[src/rtl/i2c_regmap_arbiter.sv]
// Round-robin arbiter sharing one single-port 8-bit register RAM between two I2C slave ports (A=BMC, B=host).
// Define I2C_ARB_WP_EN to block port-B writes to WP_LO..WP_HI (flagged on o_wp_err, still acked).
module i2c_regmap_arbiter #(
  parameter int                ADDR_W = 8,
  parameter int                DEPTH  = 256,
  parameter logic [ADDR_W-1:0] WP_LO  = ADDR_W'(8'hF0),
  parameter logic [ADDR_W-1:0] WP_HI  = ADDR_W'(8'hFF)
) (
  input  logic              i_clk,
  input  logic              i_rst_n,
  input  logic              i_a_req,
  input  logic              i_a_we,
  input  logic [ADDR_W-1:0] i_a_addr,
  input  logic [7:0]        i_a_wdata,
  output logic              o_a_ack,
  output logic [7:0]        o_a_rdata,
  output logic              o_a_ovf,
  input  logic              i_b_req,
  input  logic              i_b_we,
  input  logic [ADDR_W-1:0] i_b_addr,
  input  logic [7:0]        i_b_wdata,
  output logic              o_b_ack,
  output logic [7:0]        o_b_rdata,
  output logic              o_b_ovf,
  output logic              o_ram_en,
  output logic              o_ram_we,
  output logic [ADDR_W-1:0] o_ram_addr,
  output logic [7:0]        o_ram_wdata,
  input  logic [7:0]        i_ram_rdata,
  output logic              o_wp_err
);
  typedef enum logic [1:0] {S_IDLE, S_ACCESS, S_RDWAIT, S_ACK} state_t;

  localparam logic [ADDR_W:0] DEPTH_L = (ADDR_W+1)'(DEPTH);
`ifdef I2C_ARB_WP_EN
  localparam bit WP_EN = 1'b1;
`else
  localparam bit WP_EN = 1'b0;
`endif

  state_t            r_state;
  logic              r_a_pend, r_a_busy, r_a_we;
  logic [ADDR_W-1:0] r_a_addr;
  logic [7:0]        r_a_wdata;
  logic              r_b_pend, r_b_busy, r_b_we;
  logic [ADDR_W-1:0] r_b_addr;
  logic [7:0]        r_b_wdata;
  logic              r_ptr_b, r_gnt_b, r_rd, r_oor;

  logic              w_a_free, w_b_free, w_pick_b;
  logic              w_cur_we, w_oor, w_wp;
  logic [ADDR_W-1:0] w_cur_addr;
  logic [7:0]        w_cur_wdata;

  // A port stays busy from capture until its ack; the ack cycle itself frees it.
  assign w_a_free = !r_a_pend && (!r_a_busy || (r_state == S_ACK && !r_gnt_b));
  assign w_b_free = !r_b_pend && (!r_b_busy || (r_state == S_ACK && r_gnt_b));
  assign w_pick_b = r_b_pend && (!r_a_pend || r_ptr_b);

  assign w_cur_we    = r_gnt_b ? r_b_we    : r_a_we;
  assign w_cur_addr  = r_gnt_b ? r_b_addr  : r_a_addr;
  assign w_cur_wdata = r_gnt_b ? r_b_wdata : r_a_wdata;
  assign w_oor       = {1'b0, w_cur_addr} >= DEPTH_L;
  assign w_wp        = WP_EN && r_gnt_b && w_cur_we && (w_cur_addr >= WP_LO) && (w_cur_addr <= WP_HI);

  always_ff @(posedge i_clk) begin
    if (!i_rst_n) begin
      r_state     <= S_IDLE;
      r_a_pend    <= 1'b0;
      r_a_busy    <= 1'b0;
      r_a_we      <= 1'b0;
      r_a_addr    <= '0;
      r_a_wdata   <= 8'h00;
      r_b_pend    <= 1'b0;
      r_b_busy    <= 1'b0;
      r_b_we      <= 1'b0;
      r_b_addr    <= '0;
      r_b_wdata   <= 8'h00;
      r_ptr_b     <= 1'b0;
      r_gnt_b     <= 1'b0;
      r_rd        <= 1'b0;
      r_oor       <= 1'b0;
      o_a_ack     <= 1'b0;
      o_a_rdata   <= 8'h00;
      o_a_ovf     <= 1'b0;
      o_b_ack     <= 1'b0;
      o_b_rdata   <= 8'h00;
      o_b_ovf     <= 1'b0;
      o_ram_en    <= 1'b0;
      o_ram_we    <= 1'b0;
      o_ram_addr  <= '0;
      o_ram_wdata <= 8'h00;
      o_wp_err    <= 1'b0;
    end else begin
      o_a_ack  <= 1'b0;
      o_b_ack  <= 1'b0;
      o_ram_en <= 1'b0;
      o_ram_we <= 1'b0;
      o_wp_err <= 1'b0;

      if (i_a_req) begin
        if (w_a_free) begin
          r_a_pend  <= 1'b1;
          r_a_we    <= i_a_we;
          r_a_addr  <= i_a_addr;
          r_a_wdata <= i_a_wdata;
        end else begin
          o_a_ovf <= 1'b1;
        end
      end
      if (i_b_req) begin
        if (w_b_free) begin
          r_b_pend  <= 1'b1;
          r_b_we    <= i_b_we;
          r_b_addr  <= i_b_addr;
          r_b_wdata <= i_b_wdata;
        end else begin
          o_b_ovf <= 1'b1;
        end
      end

      case (r_state)
        S_IDLE: begin
          if (r_a_pend || r_b_pend) begin
            r_gnt_b <= w_pick_b;
            r_ptr_b <= !w_pick_b;
            if (w_pick_b) begin
              r_b_pend <= 1'b0;
              r_b_busy <= 1'b1;
            end else begin
              r_a_pend <= 1'b0;
              r_a_busy <= 1'b1;
            end
            r_state <= S_ACCESS;
          end
        end
        S_ACCESS: begin
          o_ram_en    <= !w_oor && !w_wp;
          o_ram_we    <= w_cur_we && !w_oor && !w_wp;
          o_ram_addr  <= w_cur_addr;
          o_ram_wdata <= w_cur_wdata;
          o_wp_err    <= w_wp;
          r_rd        <= !w_cur_we;
          r_oor       <= w_oor;
          r_state     <= w_cur_we ? S_ACK : S_RDWAIT;
        end
        S_RDWAIT: r_state <= S_ACK;
        S_ACK: begin
          // RAM data is valid here, one clock after the strobe dropped.
          if (r_gnt_b) begin
            o_b_ack  <= 1'b1;
            r_b_busy <= 1'b0;
            if (r_rd) o_b_rdata <= r_oor ? 8'hFF : i_ram_rdata;
          end else begin
            o_a_ack  <= 1'b1;
            r_a_busy <= 1'b0;
            if (r_rd) o_a_rdata <= r_oor ? 8'hFF : i_ram_rdata;
          end
          r_state <= S_IDLE;
        end
        default: r_state <= S_IDLE;
      endcase
    end
  end
endmodule

[config.mk]
export PLATFORM = sky130hd
export DESIGN_NAME = i2c_regmap_arbiter
export DESIGN_NICKNAME = d
export VERILOG_FILES = /design/src/rtl/i2c_regmap_arbiter.sv
export SDC_FILE = /design/constraint.sdc
export NUM_CORES = 1
export LEC_CHECK = 0
export CAP_MARGIN = 5
export CORE_ASPECT_RATIO = 2
export CORE_MARGIN = 2
export CORE_UTILIZATION = 35
export DETAILED_ROUTE_END_ITERATION = 6
export PLACE_DENSITY = 0.65
export REMOVE_ABC_BUFFERS = 1
export SYNTH_ARGS = -nofsm -noshare
export SYNTH_HDL_FRONTEND = slang
export SYNTH_SLANG_ARGS = --single-unit
[constraint.sdc]
create_clock -name i_clk -period 4.6 [get_ports i_clk]
set_input_delay 0.46 -clock i_clk [delete_from_list [all_inputs] [get_ports i_clk]]
set_output_delay 0.46 -clock i_clk [all_outputs]
set_load 0.01 [all_outputs]
# Yosys cells after proc, flatten, opt, wreduce, memory -nomap -nowiden
# Cells that the tools add are included.
word_totals:
  register_bits: 81
  latch_bits: 0
  mem_bits_rw: 0
  mem_bits_ro: 0
  inputBits: 46
  output_inout_bits: 39
  elab_cells: 91
  mem_count: 0
classes:
  addsub: 0
  n_mul: 0
  div: 0
  magnitude_cmp: 0
  n_eq_ne: 8
  shift: 0
  mux: 27
  bitwise_logic: 3
  n_reduce_logical: 29
ops:
  columns: ["operator", "count"]
  rows:
  - ["1-bit 2-to-1 mux", 21]
  - ["8-bit 2-to-1 mux", 2]
  - ["2-bit AND reduction", 7]
  - ["2-bit != test, second input constant", 5]
  - ["2-bit case mux with 4 select lines", 1]
  - ["4-bit AND reduction", 2]
  - ["1-bit logical NOT", 7]
  - ["3-bit AND reduction", 2]
  - ["1-bit logical AND", 5]
  - ["2-bit equality test, second input constant", 2]
  - ["1-bit logical OR", 4]
  - ["1-bit case mux with 2 select lines", 2]
  - ["1-bit NOT", 3]
  - ["2-bit by 1-bit equality test with 1-bit output, second input constant", 1]
  - ["2-bit logical NOT", 1]
  - ["2-bit 2-to-1 mux", 1]
  - ["2-bit nonzero test", 1]

# Longest topological paths before layout
depth:
  depth_word: 9
  mapped_depth: 6
  depth_no_buf: 5

# Worst setup path after synthesis
# OpenSTA, ideal clock, no wires.
synth_path:
  path_kind: "register to register"
  start: "reg r_state[0]"
  end: "reg r_b_addr[2]"
  setup_time_ps: 118
  arrival_time_ps: 1376
  required_time_ps: 4482
  setup_slack_ps: 3106
  path_stages_with_launch: 7
  path_buffers: 2
  synth_period_minus_slack_ps: 1494
  cell_sequence: "dfxtp_1 -> ha_1 -> a21bo_1 -> and3_4 -> buf_6 -> buf_12 -> mux2i_1"
synth_via:
  elab_chain_len: 5
synth_rtl:
  columns: ["element", "line", "text"]
  rows:
  - ["start, declared", "41", "state_t r_state;"]
  - ["start signal, assigned", "145", "r_state <= w_cur_we ? S_ACK : S_RDWAIT;"]
  - ["2-bit equality test", "57", "assign w_b_free = !r_b_pend && (!r_b_busy || (r_state == S_ACK && r_gnt_b));"]
  - ["1-bit logical AND", "57", null]
  - ["1-bit logical OR", "57", null]
  - ["1-bit logical AND", "57", null]
  - ["2-bit AND reduction (no line)", null, null]
  - ["end signal, assigned", "115", "r_b_addr <= i_b_addr;"]
  - ["end, declared", "46", "logic [ADDR_W-1:0] r_b_addr;"]
# Every way passes these cells.
# A chain may end at the register's enable or synchronous reset.

# Worst setup path in the final report
layout_path:
  start: "reg r_state[0]"
  end: "reg r_a_addr[3]"
layout_via:
  elab_chain_len: 5
layout_rtl:
  columns: ["element", "line", "text"]
  rows:
  - ["2-bit equality test", "56", "assign w_a_free = !r_a_pend && (!r_a_busy || (r_state == S_ACK && !r_gnt_b));"]
  - ["1-bit logical AND", "56", null]
  - ["1-bit logical OR", "56", null]
  - ["1-bit logical AND", "56", null]
  - ["2-bit AND reduction (no line)", null, null]
  - ["end signal, assigned", "105", "r_a_addr <= i_a_addr;"]
  - ["end, declared", "43", "logic [ADDR_W-1:0] r_a_addr;"]
# Every way passes these cells.

==> results.yml <==
critical_path:
  end_kind: "flip-flop"
  criticalPathCategory: "flip-flop to flip-flop"
  start_kind: "flip-flop"
  cp.required_ns: 4.86
  critPathMaxFanout: 17
  cp.arrival_ns: 2.16
run_status:
  outcome: "complete, no violations"
final_layout:
  stdcell_area_mm2: 0.00442
  drive_gt1_share_pct: 5.25
  syn2layout_area_growth_pct: 33.5
  fin_nets: 467
  fillers: 933
  regArea_mm2: 0.00162
  multi_input_area_mm2: 0.00153
  diodes: 0
sta:
  setup_viol: 0
  clock_skew_ns: 0.00519
  worst_pin_slew_ns: 0.819
  fmax_ghz: 0.525
  slew_violations: 0
  rsz0062_at_grt: "no"
  period_needed_ns: 1.90
  tns_ns: 0
  relSlewSlack_pct: 45.4
  hold_violations: 0
  fin_crit_sh_pct: 41.4
global_route:
  grt_pass1_wl_um: 12000
  grt-ovfl-total: 0
  antenna_found_initial: 0
  grt_use_total_pct: 15.2
  grt_max_degree: 51
  grt_pass1_vias: 2553
routing:
  dr.pass1.iters: 6
  routed_via_density: 4.87
  wl_per_cell_um: 14.2
  drt_iter0_drc: 108
  ant_nets: 0
  wirelength_um: 7420
  via_count: 2548
  drc: 0
yosys:
  synth_area_leaders: "dfxtp_1 (49%), mux2i_1 (21%), nand2_1 (8.0%)"
  syn_area_mm2: 0.00331
  synth_cells: 344
  synth-simple-area-share_pct: 15.4
  synth_fa_ha_area_share_pct: 1.51
  async_flop_share_pct: 0
  yosysWarnings: 0
  yosys_register_bits: 81
  synth_top_area_share_pct: 49.0
  synth_compound_area_share_pct: 8.58
  synth_mux_area_share_pct: 20.6
  ys_seq_area_share_pct: 49.0
  synth_edf_count: 0
  synthFlopType: "dfxtp_1"
  synthXorXnorAreaFrac_pct: 0
  synth_top_family_by_area: "multiplexers"
  avgSynthCellArea_um2: 9.62
  synth.distinct_cells: 38
  synth_top_area_cell: "dfxtp_1"
  synth_common_cells: "dfxtp_1 (81), nand2_1 (71), mux2i_1 (68)"
  yosysMostFrequentCell: "dfxtp_1"
clocking:
  hold_buffers: 0
  root_buffer: "clkbuf_16"
  clkLatencyLatePin_ns: 0.33
  post_cts_buffers: 0
  cts_made_buffers: 9
  cts_resized: 0
  htreeDepth: 3
  path_clk_slew_ns: 0.05
  clock_path_buffers: 2
  tritoncts: "built"
  cts_num_sinks: 81
die:
  io-pin-count: 85
  design.die.area_mm2: 0.0103
  dieHeight_um: 142
  core_area_mm2: 0.00926
  rows: 50
  initial_core_util_pct: 35.8
  die_w_um: 72.8
power:
  powerDensity_mw_per_mm2: 513
  vdd_drop_max_mv: 0.244
  p_leak_nw: 1.78
place:
  gp_congestion: 0.799
  dpl-instance-area_mm2: 0.00415
  numPortBuffers: 83
  dp.final_hpwl_um: 5320
hold_path:
  hold_class: "flip-flop to flip-flop"
flow_run:
  cap_violations: 0
-- worst paths after layout --
kind,startpoint,end,slack (ns),depth (start not counted)
worst min register to register,r_b_addr[4],r_b_addr[4],0.46,2
worst max register to register,r_state[0],r_a_addr[3],2.70,4
worst min-delay path,r_b_addr[4],r_b_addr[4],0.46,2
worst max-delay path,r_state[0],r_a_addr[3],2.70,4
-- sequential cells by signal, summed over array words and instances, names as in the netlist, 2 cells and up --
name	count
r_b_wdata	8
o_a_rdata	8
r_b_addr	8
o_b_rdata	8
r_a_addr	8
r_a_wdata	8
o_ram_wdata	8
o_ram_addr	8
r_state	2
-- cells by family after synthesis --
group / after synthesis
flip-flops: 81
other: 1
AO/OA/AOI/OAI: 38
AND/OR/NAND/NOR: 123
adder cells (fa/ha/maj): 4
buffers and inverters: 29
multiplexers: 68
-- area by class of cell --
class,count,share of cell area (%)
flip-flops and latches,81,36.7
repair buffers,87,19.4
multi-input cells,234,34.6
inverters,4,0.340
clock buffers,13,6.11
well taps,104,2.94
-- stage by stage --
step	worst slack, ns	std cells	total power, mW	hold slack (ns)	utilization, %
after global placement	2.58	510	1.61	0.441	44.8
after CTS	2.66	523	2.30	0.460	47.7
final	2.70	523	2.27	0.457	47.7
after detailed placement	2.55	510	1.64	0.451	44.8
after global routing	2.53	523	2.39	0.471	47.7
after floorplan	2.85	319	1.34	0.434	-
-- per-layer routing --
layer | routed length (um) | part of all wire (%) | global-route usage (%)
met1 | 2950 | 40 | 16.2
met2 | 4050 | 55 | 27.5
met3 | 258 | 3.5 | 3.41
met4 | 161 | 2.2 | 7.31
met5 | 0 | 0 | 0
-- power breakdown --
group          leakage [nW]  internal [mW]  switching [mW]  total, mW
logic                 0.981          0.345           0.335      0.679
registers             0.663          0.844          0.0899      0.934
clock network         0.134          0.400           0.253      0.653
-- worst max-delay path: stages, from the launching register on --
cell and delay (ns):
dfxtp_1 0.39, ha_1 0.36, nand2b_2 0.16, a21oi_4 0.64, mux2i_1 0.26
-- cells in the final DEF, fill, tap and decap left out, types with 3 or more instances in the layout --
cell type,instances
buf_4,4
inv_1,4
a21oi_1,4
nand2_1,71
a211oi_1,17
clkbuf_16,9
clkdlybuf4s50_1,82
mux2i_1,68
dfxtp_1,81
ha_1,4
clkbuf_8,3
nor2_1,39
o21ai_0,4
Power figures use the tool's default switching activity.
